$ cat src/rtl/axis_pkt_fifo.sv
// Single-clock AXI-Stream FIFO with tkeep/tuser sideband, occupancy reporting
// and an optional store-and-forward mode that discards bad or oversize frames.
module axis_pkt_fifo #(
  parameter int unsigned DATA_WIDTH  = 8,
  parameter int unsigned ADDR_DEPTH  = 4,
  parameter int unsigned USER_WIDTH  = 1,
  parameter int unsigned PACKET_MODE = 0
) (
  input  logic                    aclk,
  input  logic                    areset,
  input  logic [DATA_WIDTH-1:0]   s_tdata,
  input  logic [DATA_WIDTH/8-1:0] s_tkeep,
  input  logic [USER_WIDTH-1:0]   s_tuser,
  input  logic                    s_tlast,
  input  logic                    s_tvalid,
  output logic                    s_tready,
  output logic [DATA_WIDTH-1:0]   m_tdata,
  output logic [DATA_WIDTH/8-1:0] m_tkeep,
  output logic [USER_WIDTH-1:0]   m_tuser,
  output logic                    m_tlast,
  output logic                    m_tvalid,
  input  logic                    m_tready,
  output logic [ADDR_DEPTH:0]     fill_count,
  output logic [ADDR_DEPTH:0]     pkt_count,
  output logic                    drop
);

  localparam int unsigned KEEP_WIDTH = DATA_WIDTH / 8;
  localparam int unsigned PTR_WIDTH  = ADDR_DEPTH + 1;
  localparam int unsigned DEPTH      = 2 ** ADDR_DEPTH;
  localparam int unsigned WORD_WIDTH = DATA_WIDTH + KEEP_WIDTH + USER_WIDTH + 1;

  typedef enum logic {
    ACCEPT = 1'b0,
    DROP   = 1'b1
  } state_t;

  state_t                 state, state_nxt;
  logic [WORD_WIDTH-1:0]  mem [DEPTH];
  logic [PTR_WIDTH-1:0]   wr_ptr, wr_ptr_nxt;
  logic [PTR_WIDTH-1:0]   wr_commit, wr_commit_nxt;
  logic [PTR_WIDTH-1:0]   rd_ptr, rd_ptr_nxt;
  logic [PTR_WIDTH-1:0]   pkt_count_nxt;
  logic                   drop_nxt;
  logic                   full;
  logic                   wr_en;
  logic                   wr_acc;
  logic                   rd_acc;
  logic                   rd_last;
  logic                   commit;

  assign fill_count = wr_ptr - rd_ptr;
  assign full       = (fill_count == PTR_WIDTH'(DEPTH));

  // Asynchronous read port at the head of the queue
  assign {m_tdata, m_tkeep, m_tuser, m_tlast} = mem[rd_ptr[ADDR_DEPTH-1:0]];

  // Packet mode only exposes words once a whole good packet has been committed
  assign m_tvalid = !areset &&
                    ((PACKET_MODE != 0) ? (pkt_count != '0) : (wr_commit != rd_ptr));

  always_comb begin
    state_nxt     = state;
    wr_ptr_nxt    = wr_ptr;
    wr_commit_nxt = wr_commit;
    rd_ptr_nxt    = rd_ptr;
    pkt_count_nxt = pkt_count;
    drop_nxt      = 1'b0;
    wr_en         = 1'b0;
    commit        = 1'b0;
    s_tready      = 1'b0;

    if (!areset) begin
      if ((PACKET_MODE != 0) && (state == DROP)) s_tready = 1'b1;
      else                                        s_tready = !full;
    end

    wr_acc  = s_tvalid & s_tready;
    rd_acc  = m_tvalid & m_tready;
    rd_last = rd_acc & m_tlast;

    if (rd_acc) rd_ptr_nxt = rd_ptr + PTR_WIDTH'(1);

    if (PACKET_MODE == 0) begin
      if (wr_acc) begin
        wr_en         = 1'b1;
        wr_ptr_nxt    = wr_ptr + PTR_WIDTH'(1);
        wr_commit_nxt = wr_ptr + PTR_WIDTH'(1);
        commit        = s_tlast;
      end
    end else begin
      case (state)
        ACCEPT: begin
          if (wr_acc) begin
            if (!s_tlast) begin
              wr_en      = 1'b1;
              wr_ptr_nxt = wr_ptr + PTR_WIDTH'(1);
            end else if (!s_tuser[0]) begin
              wr_en         = 1'b1;
              wr_ptr_nxt    = wr_ptr + PTR_WIDTH'(1);
              wr_commit_nxt = wr_ptr + PTR_WIDTH'(1);
              commit        = 1'b1;
            end else begin
              wr_ptr_nxt = wr_commit;
              drop_nxt   = 1'b1;
            end
          end else if (full && (wr_commit == rd_ptr)) begin
            // Storage holds one unterminated packet: it can never complete
            wr_ptr_nxt = wr_commit;
            state_nxt  = DROP;
            drop_nxt   = 1'b1;
          end
        end
        DROP: begin
          if (wr_acc && s_tlast) state_nxt = ACCEPT;
        end
        default: state_nxt = ACCEPT;
      endcase
    end

    if (commit && !rd_last)      pkt_count_nxt = pkt_count + PTR_WIDTH'(1);
    else if (!commit && rd_last) pkt_count_nxt = pkt_count - PTR_WIDTH'(1);
  end

  always_ff @(posedge aclk) begin
    if (areset) begin
      state     <= ACCEPT;
      wr_ptr    <= '0;
      wr_commit <= '0;
      rd_ptr    <= '0;
      pkt_count <= '0;
      drop      <= 1'b0;
    end else begin
      state     <= state_nxt;
      wr_ptr    <= wr_ptr_nxt;
      wr_commit <= wr_commit_nxt;
      rd_ptr    <= rd_ptr_nxt;
      pkt_count <= pkt_count_nxt;
      drop      <= drop_nxt;
    end
  end

  always_ff @(posedge aclk) begin
    if (wr_en) mem[wr_ptr[ADDR_DEPTH-1:0]] <= {s_tdata, s_tkeep, s_tuser, s_tlast};
  end

endmodule

$ cat config.mk
export PLATFORM = sky130hd
export DESIGN_NAME = axis_pkt_fifo
export DESIGN_NICKNAME = d
export VERILOG_FILES = /design/src/rtl/axis_pkt_fifo.sv
export SDC_FILE = /design/constraint.sdc
export NUM_CORES = 1
export LEC_CHECK = 0
export ABC_AREA = 1
export ABC_CLOCK_PERIOD_IN_PS = 2850
export BUFFER_PORTS_ARGS = -buffer_cell sky130_fd_sc_hd__buf_2
export CELL_PAD_IN_SITES_DETAIL_PLACEMENT = 1
export CELL_PAD_IN_SITES_GLOBAL_PLACEMENT = 1
export CORE_MARGIN = 3
export CORE_UTILIZATION = 45
export CTS_CLUSTER_DIAMETER = 80
export DETAILED_ROUTE_END_ITERATION = 16
export HOLD_SLACK_MARGIN = 0.03
export PLACE_DENSITY = 0.84
export SYNTH_ARGS = -nofsm -noshare
export SYNTH_HDL_FRONTEND = slang
export SYNTH_SLANG_ARGS = --single-unit
$ cat constraint.sdc
create_clock -name aclk -period 2.85 [get_ports aclk]
set_clock_uncertainty 0.1 [all_clocks]
set_input_delay 0.1425 -clock aclk [delete_from_list [all_inputs] [get_ports aclk]]
set_output_delay 0.1425 -clock aclk [all_outputs]
set_load 0.02 [all_outputs]
After elaboration in Yosys (flattened, before gate mapping)
Memory sizes are Yosys's and may differ from the RTL's. A register that Yosys moved wholly into a read port is not among the register bits.
Cells that the tools add are included.
- flip-flop bits (word level): 15
- memory bits (writable): 176
- output and inout port bits: 24
- logic and storage cells: 31
- memories: 1
- memories (name ; words ; bits a word ; rd ports ; clocked after memory_dff ; write ports ; RTL line ; source):
    mem ; 16 ; 11 ; 1 ; 1 ; 1 ; 39 ; logic [WORD_WIDTH-1:0] mem [DEPTH];
- add/subtract/negate cells: 5
- equal/unequal tests: 2
- muxes and demuxes: 9
- bitwise gates (word level): 3
- reduce and logical (&&, ||, !) cells: 8
- operators with widths (operator ; count):
    5-bit by 1-bit adder with 5-bit output, second input constant ; 3
    5-bit two-way mux ; 2
    4-bit two-way mux ; 2
    5-bit equality test, second input constant ; 1
    1-bit two-way mux ; 5
    5-bit != test ; 1
    5-bit by 1-bit subtractor with 5-bit output, second input constant ; 1
    5-bit subtractor ; 1
    1-bit zero test ; 4
    1-bit bitwise AND ; 3
    1-bit logical AND ; 3
    2-bit nonzero test ; 1

Longest topological paths before layout
Gate-level depths: netlist of run 1.
- word-level depth: 10
- gate-level depth with buffers: 22

Least setup slack after synthesis of run 1
No wires, ideal clock.
- kind: register -> register
- from: register wr_ptr[0]
- to: register pkt_count[4]
- arrival: 2.940 ns
- data required time: 2.680 ns
- path slack: -0.260 ns
- stages on the path, launching flop included: 23
- path buffers: 0
- path through: dfxtp_1 > inv_1 > ha_1 > fa_1 > inv_1 > nand2_1 > nand2_1 > nand2_1 > nand2_1 > nand2_2 > nor2_2 > nand2_4 > nand3_4 > nor2_1 > ha_1 > inv_1 > ha_1 > a21oi_1 > nor2_1 > nor2_1 > xor2_1 > nand2_1 > a21oi_1
- word-level cells in the longest chain between the ends: 9
- elaborated cells between the ends (all ways): 16
- RTL lines (what ; RTL line ; source):
    start: declaration ; 40 ; logic [PTR_WIDTH-1:0] wr_ptr, wr_ptr_nxt;
    start signal: assignment ; 135 ; wr_ptr <= wr_ptr_nxt;
    5-bit subtractor ; 52 ; assign fill_count = wr_ptr - rd_ptr;
    5-bit equality test ; 53 ; assign full = (fill_count == PTR_WIDTH'(DEPTH));
    1-bit zero test ; 75 ; else s_tready = !full;
    1-bit two-way mux ; 73 ; if (!areset) begin
    1-bit bitwise AND ; 78 ; wr_acc = s_tvalid & s_tready;
    1-bit two-way mux ; 85 ; if (wr_acc) begin
    1-bit zero test ; 122 ; else if (!commit && rd_last) pkt_count_nxt = pkt_count - PTR_WIDTH'(1);
    1-bit logical AND ; 122 ;
    2-bit nonzero test (no source line) ; -- ;
    end signal: assignment ; 138 ; pkt_count <= pkt_count_nxt;
    end: declaration ; 24 ; output logic [ADDR_DEPTH:0] pkt_count,
Several ways; a longest one is shown, not always the timed one.
A chain may end at the register's enable or synchronous reset.

Final worst setup path of run 1
Ends and elaborated chain as after synthesis.

==> results of run 1 <==
[state kept, by name, indices dropped and copies added (netlist names), named ones only]
register	count
pkt_count	5
mem	176
wr_ptr	5
rd_ptr	5
[critical path: cells and delay by family, from the launching register on]
kind                     cells  cell delay (ns)
buffers and inverters        2             0.12
XOR/XNOR                     2             0.31
AND/OR/NAND/NOR              8             0.78
flip-flops                   1             0.37
AO/OA/AOI/OAI                2             0.17
adder cells (fa/ha/maj)      4             1.10
[kinds of logic after synthesis]
logic type	count (synthesis)	share of synthesized area, %
simple gates	206	10.74
buf+inv	73	3.828
fa+ha+maj	16	2.623
compound gates	132	9.837
other cells	1	0.04571
mux	23	2.806
flops	195	69.06
xor+xnor	10	1.068
[per-layer routing]
metal	up-vias	GRT usage (%)
li1	2563	-
met1	2880	28.35
met2	181	41.33
met3	48	4.274
met4	0	8.924
met5	-	0
[power breakdown]
part / switching, W / internal [W] / leakage, nW / total [W]
Sequential: 0.0000431 / 0.00318 / 1.74 / 0.00322
Clock: 0.00109 / 0.00122 / 0.271 / 0.00232
Combinational: 0.000798 / 0.000449 / 1.48 / 0.00125
[what timing repair did]
action / CTS / global route
hold buffers: 13 / 0
setup endpoints to repair: 3 / 139
setup buffers: 5 / 4
gates cloned: 0 / 5
resized for setup: 16 / 34
pin swaps: 3 / 3
hold endpoints to repair: 184 / 0
[area by class of cell]
| cell class | count | area, um2 | share of cell area (%) |
|---|---|---|---|
| clock buffers | 20 | 436.7 | 4.408 |
| clock inverters | 12 | 121.4 | 1.225 |
| flip-flops and latches | 195 | 5669 | 57.23 |
| multi-input cells | 388 | 2402 | 24.25 |
| repair buffers | 111 | 843.3 | 8.513 |
| inverters | 37 | 151.4 | 1.528 |
| well taps | 225 | 281.5 | 2.842 |
[cells in the final DEF, fill, tap and decap left out, drive strengths merged, types with 6 or more instances in the layout]
master       count
dfxtp           19
nor2           117
clkbuf          20
o221ai          24
nor3             6
nand2           53
mux2i           23
o211ai          21
nand3           24
a21oi            9
inv             42
edfxtp         176
xor2             6
ha              14
o21ai           78
buf             98
dlygate4sd3     13
[worst max-delay path by stage]
stage,endpoint,slack (ns),cells after the start
2_1_floorplan,pkt_count[3]$_SDFFE_PP0P_,-0.05,21
3_3_place_gp,pkt_count[4]$_SDFFE_PP0P_,0.01,22
3_5_place_dp,pkt_count[3]$_SDFFE_PP0P_,-0.22,21
4_1_cts,pkt_count[4]$_SDFFE_PP0P_,-0.08,22
5_1_grt,pkt_count[4]$_SDFFE_PP0P_,-0.23,22
6_report,pkt_count[4]$_SDFFE_PP0P_,-0.15,18
[per-stage QoR]
stage | hold slack [ns] | setup slack [ns] | TNS, ns | instance area, um2
2_1_floorplan | 0.1116 | -0.05279 | -0.08179 | 8240
3_3_place_gp | 0.3428 | 0.01030 | 0 | 8955
3_5_place_dp | 0.3601 | -0.2166 | -0.4670 | 8955
4_1_cts | 0.06304 | -0.08199 | -0.4143 | 9753
5_1_grt | 0.1030 | -0.2348 | -0.9612 | 9906
6_report | 0.06878 | -0.1530 | -0.2845 | 9906
==> run_results.csv, run 1 <==
group,metric,value,unit
outcome,status,"complete, but fails checks",
outcome,violations,"negative setup slack",
clock_tree,path_clk_slew,0.08,ns
routing,wl_per_cell,23.62,um
place,place.gp.congestion,0.8382,
clock_tree,cts_buffer_depth,2,
critical_path,rrSetupSlack,-0.15,ns
routing,drt_iter0_markers,426,
clock_tree,cts_tree,"yes",
die,die_h,141.0,um
synthesis,syn_area_per_cell,12.51,um2
critical_path,crit_type,"flop to flop",
layout,fin_cells,988,
critical_path,startpoint,"wr_ptr[0]$_SDFFE_PP0P_",
synthesis,synth.largest_area_cell,"edfxtp_1",
synthesis,ys_ff_latch,195,
routing,wl_met3,1219,um
sta,final_hold_viol_count,0,
routing,drc_errors,0,
critical_path,crit_arrival,3.29,ns
synthesis,ys_warn_count,0,
global_routing,grt_pass1_wl,34950,um
place,place_inst,930,
worst_hold_path,min_path_type,"input port to flop",
flow_run,drv_cap,0,
sta,finalCriticalPeriod,3.003,ns
clock_tree,clock-root-buffer,"clkbuf_16",
critical_path,max_stage_delay,0.39,ns
clock_tree,numCtsBuffers,17,
sta,rsz0062_at_grt,"true",
synthesis,ys_types,31,
pwr,total_leakage_power,3.497,nW
sta,finalWorstSetupSlack,-0.1530,ns
sta,slew_headroom,64.85,%
die,die_x,141.0,um
global_routing,grt_use_total,23.33,%
routing,firstDrtPassIters,5,
clock_tree,clock_latency,0.44,ns
synthesis,synth_area_leaders,"edfxtp_1 64%, nor2_1 5.3%, dfxtp_1 4.6%, o21ai_0 3.9%, mux2i_1 2.8%",
routing,highest_layer,"met4",
routing,drt_wl_total,23330,um
routing,wl_met2,12320,um
layout,antenna_cells,0,
pwr,power,0.006782,W
synthesis,synthTopCellsByCount,"176 x edfxtp_1, 116 x nor2_1, 64 x o21ai_0",
clock_tree,cts.sinks,195,
pwr,ir_drop,521.1,uV
synthesis,synthArstFlopShare,0,%
critical_path,path_max_fanout,3,
layout,area_growth,20.74,%
die,start_util,46.62,%
critical_path,crit_chain,"inv_4 > ha_4 > fa_2 > xor2_1 > nand3_1 > nor2_4 > nand2_4 > nand3_4 > nor2_4 > ha_4 > fa_2 > inv_2 > a21oi_2 > nor2_1 > nor2_1 > xor2_1 > nand2_1 > a21oi_2",
pwr,cellPowerDensity,684.7,nW/um2
critical_path,r2r-start,"wr_ptr[0]$_SDFFE_PP0P_",
sta,clock.fmax,333.0,MHz
critical_path,worstPathRequired,3.13,ns
die,boundaryPins,39,
sta,finalMaxSlewViolations,0,
global_routing,grt_pass1_vias,6169,
layout,layout.nets,781,
global_routing,grt-ovfl-total,0,
critical_path,endpoint_kind,"flop",
global_routing,antenna_found_initial,0,
routing,num_vias,5672,
sta,post-route-period-util,105.4,%
synthesis,synthCells,656,
layout,drive_gt1_share,22.94,%
critical_path,ff2ff_path_depth,18,
synthesis,yosysMostFrequentCell,"edfxtp_1",
die,dieArea,19890,um2
synthesis,seq_area_frac_synth,69.06,%
critical_path,startpoint_type,"flop",
synthesis,yosysTopAreaCellShare,64.42,%
critical_path,r2r_end,"pkt_count[4]$_SDFFE_PP0P_",
clock_tree,cts_max_level,4,
routing,postRouteAntennaNets,0,
synthesis,synth_flop_cell,"edfxtp_1",
layout,final_util,56.29,%
global_routing,grt_max_degree,45,
die,core_area,17600,um2
routing,met1_length,9154,um
synthesis,synth_fp_nets,687,
sta,setup_violations,3,
worst_hold_path,hp-start,"m_tready",
synthesis,synth_area,8204,um2
place,place_hpwl,14230,um
die,num_rows,48,
place,portBuffers,37,
synthesis,synth_edf_count,176,
sta,tightest_slew,0.5272,ns
critical_path,crit_slowest_cell,"fa_2",
layout,fillCellCount,1759,
worst_hold_path,holdPathStages,4,
routing,avgViaCountPerCell,5.741,
No activity file was read; power rests on OpenSTA's default activity.
==> run 2: changes to the inputs <==
==> config.mk (replaced) <==
export PLATFORM = sky130hd
export DESIGN_NAME = axis_pkt_fifo
export DESIGN_NICKNAME = d
export VERILOG_FILES = /design/src/rtl/axis_pkt_fifo.sv
export SDC_FILE = /design/constraint.sdc
export NUM_CORES = 1
export LEC_CHECK = 0
export ABC_AREA = 1
export ABC_CLOCK_PERIOD_IN_PS = 3500
export BUFFER_PORTS_ARGS = -buffer_cell sky130_fd_sc_hd__buf_2
export CELL_PAD_IN_SITES_DETAIL_PLACEMENT = 1
export CELL_PAD_IN_SITES_GLOBAL_PLACEMENT = 1
export CORE_UTILIZATION = 54
export CTS_CLUSTER_DIAMETER = 80
export DETAILED_ROUTE_END_ITERATION = 16
export HOLD_SLACK_MARGIN = 0.03
export PLACE_DENSITY = 0.93
export SETUP_SLACK_MARGIN = 0.2
export SYNTH_ARGS = -nofsm -noshare
export SYNTH_HDL_FRONTEND = slang
export SYNTH_SLANG_ARGS = --single-unit
==> constraint.sdc (replaced) <==
create_clock -name aclk -period 3.5 [get_ports aclk]
set_clock_uncertainty 0.1 [all_clocks]
set_input_delay 0.175 -clock aclk [delete_from_list [all_inputs] [get_ports aclk]]
set_output_delay 0.175 -clock aclk [all_outputs]
set_load 0.02 [all_outputs]
==> run 2 against run 1 <==
Effect of this change: the flow finishes with violations (design-rule violations); cell area decreased by 3.9%; cell count decreased by 6.6%; flip-flop and latch count is the same; clock-buffer cell count is 1 lower; power fell by 19%; setup slack better by 0.58 ns.
==> run_results.csv, run 2 (synthesized netlist as in run 1, its figures left out) <==
group,metric,value,unit
routing,num_vias,5650,
sta,finalMaxSlewViolations,0,
outcome,violations,"design-rule violations",
sta,finalSetupTns,0,ns
place,place_worst_setup_slack,0.05392,ns
critical_path,path_max_fanout,5,
sta,finalCriticalPeriod,3.072,ns
place,place_inst,874,
sta,finalWorstSetupSlack,0.4283,ns
critical_path,crit_type,"flop to flop",
critical_path,ff2ff_path_depth,19,
clock_tree,cts_max_level,4,
routing,avgViaCountPerCell,6.121,
critical_path,startpoint_type,"flop",
pwr,ir_drop,375.9,uV
layout,drive_gt1_share,17.86,%
layout,fin_cells,923,
worst_hold_path,holdPathStages,3,
clock_tree,clock-root-buffer,"clkbuf_16",
sta,slew_headroom,59.67,%
die,dieArea,15690,um2
clock_tree,path_clk_slew,0.07,ns
critical_path,endpoint_kind,"flop",
routing,drt_wl_total,22890,um
routing,drt_iter0_markers,555,
die,die_x,125.3,um
critical_path,crit_arrival,3.34,ns
layout,layout.nets,757,
flow_run,drv_cap,0,
sta,clock.fmax,325.6,MHz
critical_path,startpoint,"wr_ptr[0]$_SDFFE_PP0P_",
layout,antenna_cells,0,
pwr,total_leakage_power,3.358,nW
die,start_util,55.81,%
die,boundaryPins,39,
clock_tree,numCtsBuffers,17,
layout,fillCellCount,1452,
die,num_rows,44,
worst_hold_path,hp-start,"m_tready",
routing,wl_per_cell,24.80,um
critical_path,worstPathRequired,3.77,ns
place,place.gp.congestion,0.8335,
sta,final_hold_viol_count,0,
die,core_area,14700,um2
routing,drc_errors,2,
sta,rsz0062_at_grt,"false",
place,place_hpwl,13810,um
layout,largest_register_ffs,176,
die,die_h,125.3,um
place,placed_cell_area,8717,um2
pwr,cellPowerDensity,579.0,nW/um2
outcome,status,"complete, but fails checks",
clock_tree,cts.sinks,195,
global_routing,grt_pass1_vias,6035,
routing,postRouteAntennaNets,0,
routing,firstDrtPassIters,11,
clock_tree,cts_buffer_depth,2,
layout,layout_commonest_cell,"edfxtp_1",
critical_path,r2r-start,"wr_ptr[0]$_SDFFE_PP0P_",
sta,tightest_slew,0.6049,ns
sta,post-route-period-util,87.76,%
place,portBuffers,37,
sta,setup_violations,0,
layout,design_area,9515,um2
clock_tree,cts_tree,"yes",
global_routing,grt-ovfl-total,0,
layout,final_cell_mix,"176 x edfxtp_1, 115 x nor2_1, 64 x o21ai_0, 47 x nand2_1",
layout,area_growth,15.98,%
global_routing,grt_use_total,30.58,%
critical_path,r2r_end,"pkt_count[4]$_SDFFE_PP0P_",
clock_tree,clock_latency,0.43,ns
global_routing,grt_max_degree,57,
global_routing,grt_pass1_wl,34760,um
critical_path,rrSetupSlack,0.43,ns
worst_hold_path,min_path_type,"input port to flop",
global_routing,antenna_found_initial,0,
==> run 2: worst max-delay path, stage by stage (launching register included) <==
cell and delay, ns:
dfxtp_4 0.37, inv_2 0.06, ha_2 0.20, fa_2 0.36
buf_4 0.15, xor2_1 0.15, nand3_1 0.13, nor2_4 0.06
nand2_4 0.07, nand3_4 0.09, nor2_4 0.11, ha_4 0.16
inv_2 0.06, ha_1 0.31, a21oi_2 0.14, nor2_1 0.05
nor2_1 0.13, xor2_1 0.15, nand2_1 0.06, a21oi_1 0.12
==> run 2: timing repair <==
action | 4_1_cts | 5_1_grt
hold endpoints to repair | 177 | 0
endpoints found under the setup margin | 2 | 3
hold buffers | 13 | 0
pin swaps | 0 | 3
gates resized for setup | 4 | 11
buffers inserted | 0 | 4
==> run 2: routing by layer <==
| metal | global-route usage, % | vias up | part of all wire, % |
|---|---|---|---|
| met1 | 37.66 | 2827 | 39 |
| met4 | 13.85 | 0 | 3.5 |
| met3 | 5.905 | 68 | 7.0 |
| met2 | 52.55 | 244 | 51 |
| li1 | - | 2511 | - |
| met5 | 0 | - | 0 |
==> run 2: power by group <==
group	internal, W	total, W	switching [W]
combinational	0.000297	0.000889	0.000592
clock	0.00112	0.00198	0.000857
sequential	0.00259	0.00264	0.0000529
total	0.00401	0.00551	0.00150
==> run 2: stage by stage <==
step / power, W / hold slack, ns / util, %
2_1_floorplan: 0.003246 / 0.1441 / -
3_3_place_gp: 0.003442 / 0.3729 / 59.30
4_1_cts: 0.005478 / 0.1618 / 64.26
5_1_grt: 0.005664 / 0.08190 / 64.73
3_5_place_dp: 0.003511 / 0.3732 / 59.30
6_report: 0.005509 / 0.06635 / 64.73
==> run 2: worst max-delay path by stage <==
stage | endpoint | depth (start not counted)
2_1_floorplan | pkt_count[4]$_SDFFE_PP0P_ | 22
3_3_place_gp | pkt_count[4]$_SDFFE_PP0P_ | 21
3_5_place_dp | pkt_count[4]$_SDFFE_PP0P_ | 22
4_1_cts | pkt_count[4]$_SDFFE_PP0P_ | 21
5_1_grt | pkt_count[4]$_SDFFE_PP0P_ | 17
6_report | pkt_count[4]$_SDFFE_PP0P_ | 19
==> run 2: cell type report <==
class | instances | area, um2 | area share [%]
Tap cell | 184 | 230.2 | 2.419
Multi-Input combinational cell | 388 | 2286 | 24.02
Timing Repair Buffer | 87 | 593.1 | 6.233
Sequential cell | 195 | 5673 | 59.62
Clock inverter | 13 | 158.9 | 1.670
Inverter | 37 | 141.4 | 1.486
Clock buffer | 19 | 432.9 | 4.550
==> run 3: changes to the inputs <==
--- a/config.mk
+++ b/config.mk
@@ -5,12 +5,11 @@
 export SDC_FILE = /design/constraint.sdc
 export NUM_CORES = 1
 export LEC_CHECK = 0
-export ABC_AREA = 1
 export ABC_CLOCK_PERIOD_IN_PS = 3500
 export BUFFER_PORTS_ARGS = -buffer_cell sky130_fd_sc_hd__buf_2
 export CELL_PAD_IN_SITES_DETAIL_PLACEMENT = 1
 export CELL_PAD_IN_SITES_GLOBAL_PLACEMENT = 1
-export CORE_UTILIZATION = 54
+export CORE_UTILIZATION = 57
 export CTS_CLUSTER_DIAMETER = 80
 export DETAILED_ROUTE_END_ITERATION = 16
 export HOLD_SLACK_MARGIN = 0.03
==> run 3 against run 2 <==
Effect of this change: the run ends with negative setup slack left; die area fell by 7.3%; combinational power down 33%; synthesized cell count is 39% lower; utilization increased by 5.4 points; routed wire length shrank 15%; clock power down 9%; clock-buffer cell count is the same; sequential share of layout area up 0.21 points; worst hold slack worse by 0.0093 ns; sequential power is 2% lower; area after synthesis fell by 2.2%; critical path type unchanged; largest cell class unchanged; highest routed layer unchanged.
==> run_results.csv, run 3 <==
group,metric,value,unit
synthesis,yosysTopAreaCellShare,65.89,%
layout,layout_commonest_cell,"edfxtp_1",
critical_path,max_stage_delay,0.39,ns
global_routing,grt-ovfl-total,0,
synthesis,ys_ff_latch,195,
sta,clock.fmax,280.3,MHz
layout,antenna_cells,0,
routing,drc_errors,0,
critical_path,crit_chain,"inv_2 > ha_4 > fa_2 > nand2b_4 > a21oi_4 > xor2_4 > o211a_1 > nand2b_4 > nor3b_2 > ha_2 > inv_4 > ha_4 > nor2b_1 > o21a_1 > or3_4 > a21oi_2 > xnor2_1 > nor2_1",
die,dieArea,14550,um2
sta,setup_violations,1,
outcome,violations,"negative setup slack",
global_routing,grt_pass1_vias,4583,
die,die_x,120.6,um
synthesis,synthArstFlopShare,0,%
clock_tree,path_clk_slew,0.07,ns
worst_hold_path,min_path_type,"input port to flop",
pwr,ir_drop,298.9,uV
place,place.gp.congestion,0.8033,
global_routing,grt_pass1_wl,28190,um
layout,design_area,9478,um2
synthesis,synth_edf_count,176,
clock_tree,cts.sinks,195,
synthesis,synth_flop_cell,"edfxtp_1",
die,die_h,120.6,um
layout,fillCellCount,1107,
sta,post-route-period-util,101.9,%
synthesis,yosysMostFrequentCell,"edfxtp_1",
pwr,total_leakage_power,3.158,nW
routing,drt_iter0_markers,482,
clock_tree,clock-root-buffer,"clkbuf_16",
critical_path,worstPathRequired,3.70,ns
layout,layout.nets,514,
critical_path,startpoint_type,"flop",
sta,finalCriticalPeriod,3.568,ns
layout,largest_register_ffs,176,
layout,area_growth,18.16,%
sta,slew_headroom,52.30,%
synthesis,synthTopCellsByCount,"176 x edfxtp_1, 35 x mux4_1, 20 x mux4_2",
routing,drt_wl_total,19560,um
place,place_worst_setup_slack,-0.1008,ns
routing,firstDrtPassIters,5,
place,portBuffers,37,
sta,tightest_slew,0.7155,ns
global_routing,grt_max_degree,41,
layout,drive_gt1_share,33.87,%
global_routing,grt_use_total,28.47,%
clock_tree,clock_latency,0.43,ns
synthesis,ys_warn_count,0,
clock_tree,cts_tree,"yes",
routing,avgViaCountPerCell,6.324,
routing,postRouteAntennaNets,0,
synthesis,synth_area,8021,um2
sta,final_hold_viol_count,0,
synthesis,seq_area_frac_synth,70.63,%
routing,num_vias,4250,
sta,finalMaxSlewViolations,0,
clock_tree,cts_buffer_depth,2,
clock_tree,numCtsBuffers,17,
outcome,status,"complete, but fails checks",
sta,rsz0062_at_grt,"true",
die,core_area,13510,um2
critical_path,path_max_fanout,4,
synthesis,synth_area_leaders,"edfxtp_1 66%, mux4_1 11%, mux4_2 5.6%, dfxtp_1 4.7%, ha_1 2.2%",
critical_path,crit_arrival,3.77,ns
die,num_rows,42,
place,place_hpwl,11240,um
synthesis,synthCells,401,
synthesis,ys_types,38,
clock_tree,cts_max_level,4,
critical_path,crit_type,"flop to flop",
die,start_util,59.39,%
synthesis,synth.largest_area_cell,"edfxtp_1",
routing,wl_per_cell,29.10,um
critical_path,endpoint_kind,"flop",
pwr,cellPowerDensity,528.2,nW/um2
synthesis,synth_fp_nets,432,
die,boundaryPins,39,
flow_run,drv_cap,0,
sta,finalWorstSetupSlack,-0.06817,ns
synthesis,syn_area_per_cell,20.00,um2
place,placed_cell_area,8701,um2
critical_path,crit_slowest_cell,"fa_2",
global_routing,antenna_found_initial,0,
layout,final_cell_mix,"176 x edfxtp_1, 37 x buf_2, 37 x buf_4, 35 x mux4_1, 20 x mux4_2",
==> run 3: critical path, delay by kind of cell (launching register included) <==
| kind | cells | cell delay, ns |
|---|---|---|
| adders and majority gates | 4 | 1.00 |
| and+or+nand+nor | 6 | 1.03 |
| xor gates and xnor gates | 2 | 0.21 |
| DFF | 1 | 0.34 |
| AOI/OAI and AO/OA | 4 | 0.65 |
| buffers and inverters | 2 | 0.11 |
==> run 3: logic make-up after synthesis <==
logic type	synth area share, %
compound gates	1.638
xor+xnor	1.201
fa+ha+maj	2.683
buf+inv	2.465
flops	70.63
mux	17.08
other cells	0.04675
simple gates	4.258
==> run 3: power by group <==
group	internal (W)	leakage [nW]	switching, W
sequential	0.00257	1.74	0.0000282
combinational	0.000272	1.16	0.000327
clock	0.000978	0.252	0.000831
total	0.00382	3.16	0.00119
==> run 3: per-stage QoR <==
step           total power, W  hold slack [ns]  utilization (%)  std cells  TNS (ns)
6_report             0.005006          0.05702            70.18        672  -0.06817
5_1_grt              0.005130          0.05410            70.18        672   -0.1742
2_1_floorplan        0.003019           0.1739                -        401    -1.983
4_1_cts              0.004978          0.03881            69.29        667  -0.05012
3_5_place_dp         0.003176           0.4308            64.42        624   -0.1008
3_3_place_gp         0.003141           0.4106            64.42        624         0
==> run 3: final cells by class <==
class / count / area [um2] / share of cell area, %
inverter: 14 / 55.05 / 0.5809
clock inverter: 13 / 111.4 / 1.175
sequential: 195 / 5670 / 59.83
tap: 176 / 220.2 / 2.323
clock buffer: 19 / 432.9 / 4.568
multi-input combinational: 170 / 2414 / 25.47
timing repair buffer: 85 / 574.3 / 6.059
==> run 3: path summary, 6_finish.rpt <==
path | cells after the start | to | from | slack, ns
setup reg to reg | 18 | pkt_count[4]$_SDFFE_PP0P_ | wr_ptr[0]$_SDFFE_PP0P_ | -0.07
hold / removal | 1 | mem[4][7]$_DFFE_PP_ | s_tdata[4] | 0.06
setup / recovery | 18 | pkt_count[4]$_SDFFE_PP0P_ | wr_ptr[0]$_SDFFE_PP0P_ | -0.07
hold reg to reg | 2 | wr_ptr[4]$_SDFFE_PP0P_ | wr_ptr[4]$_SDFFE_PP0P_ | 0.43
==> run 3: timing repair <==
action,4_1_cts,5_1_grt
hold buffers,10,0
gates resized for setup,2,15
endpoints found under the setup margin,2,3
endpoints found under the hold margin,130,0
pin swaps,2,6
setup buffers,1,5
==> run 3: per-layer routing <==
metal | routed length (um) | global-route usage [%] | vias to the layer above | part of all wire, %
li1 | - | - | 1801 | -
met3 | 1066 | 5.708 | 42 | 5.5
met2 | 10660 | 51.22 | 196 | 54
met4 | 527 | 11.96 | 0 | 2.7
met5 | 0 | 0 | - | 0
met1 | 7303 | 33.23 | 2211 | 37
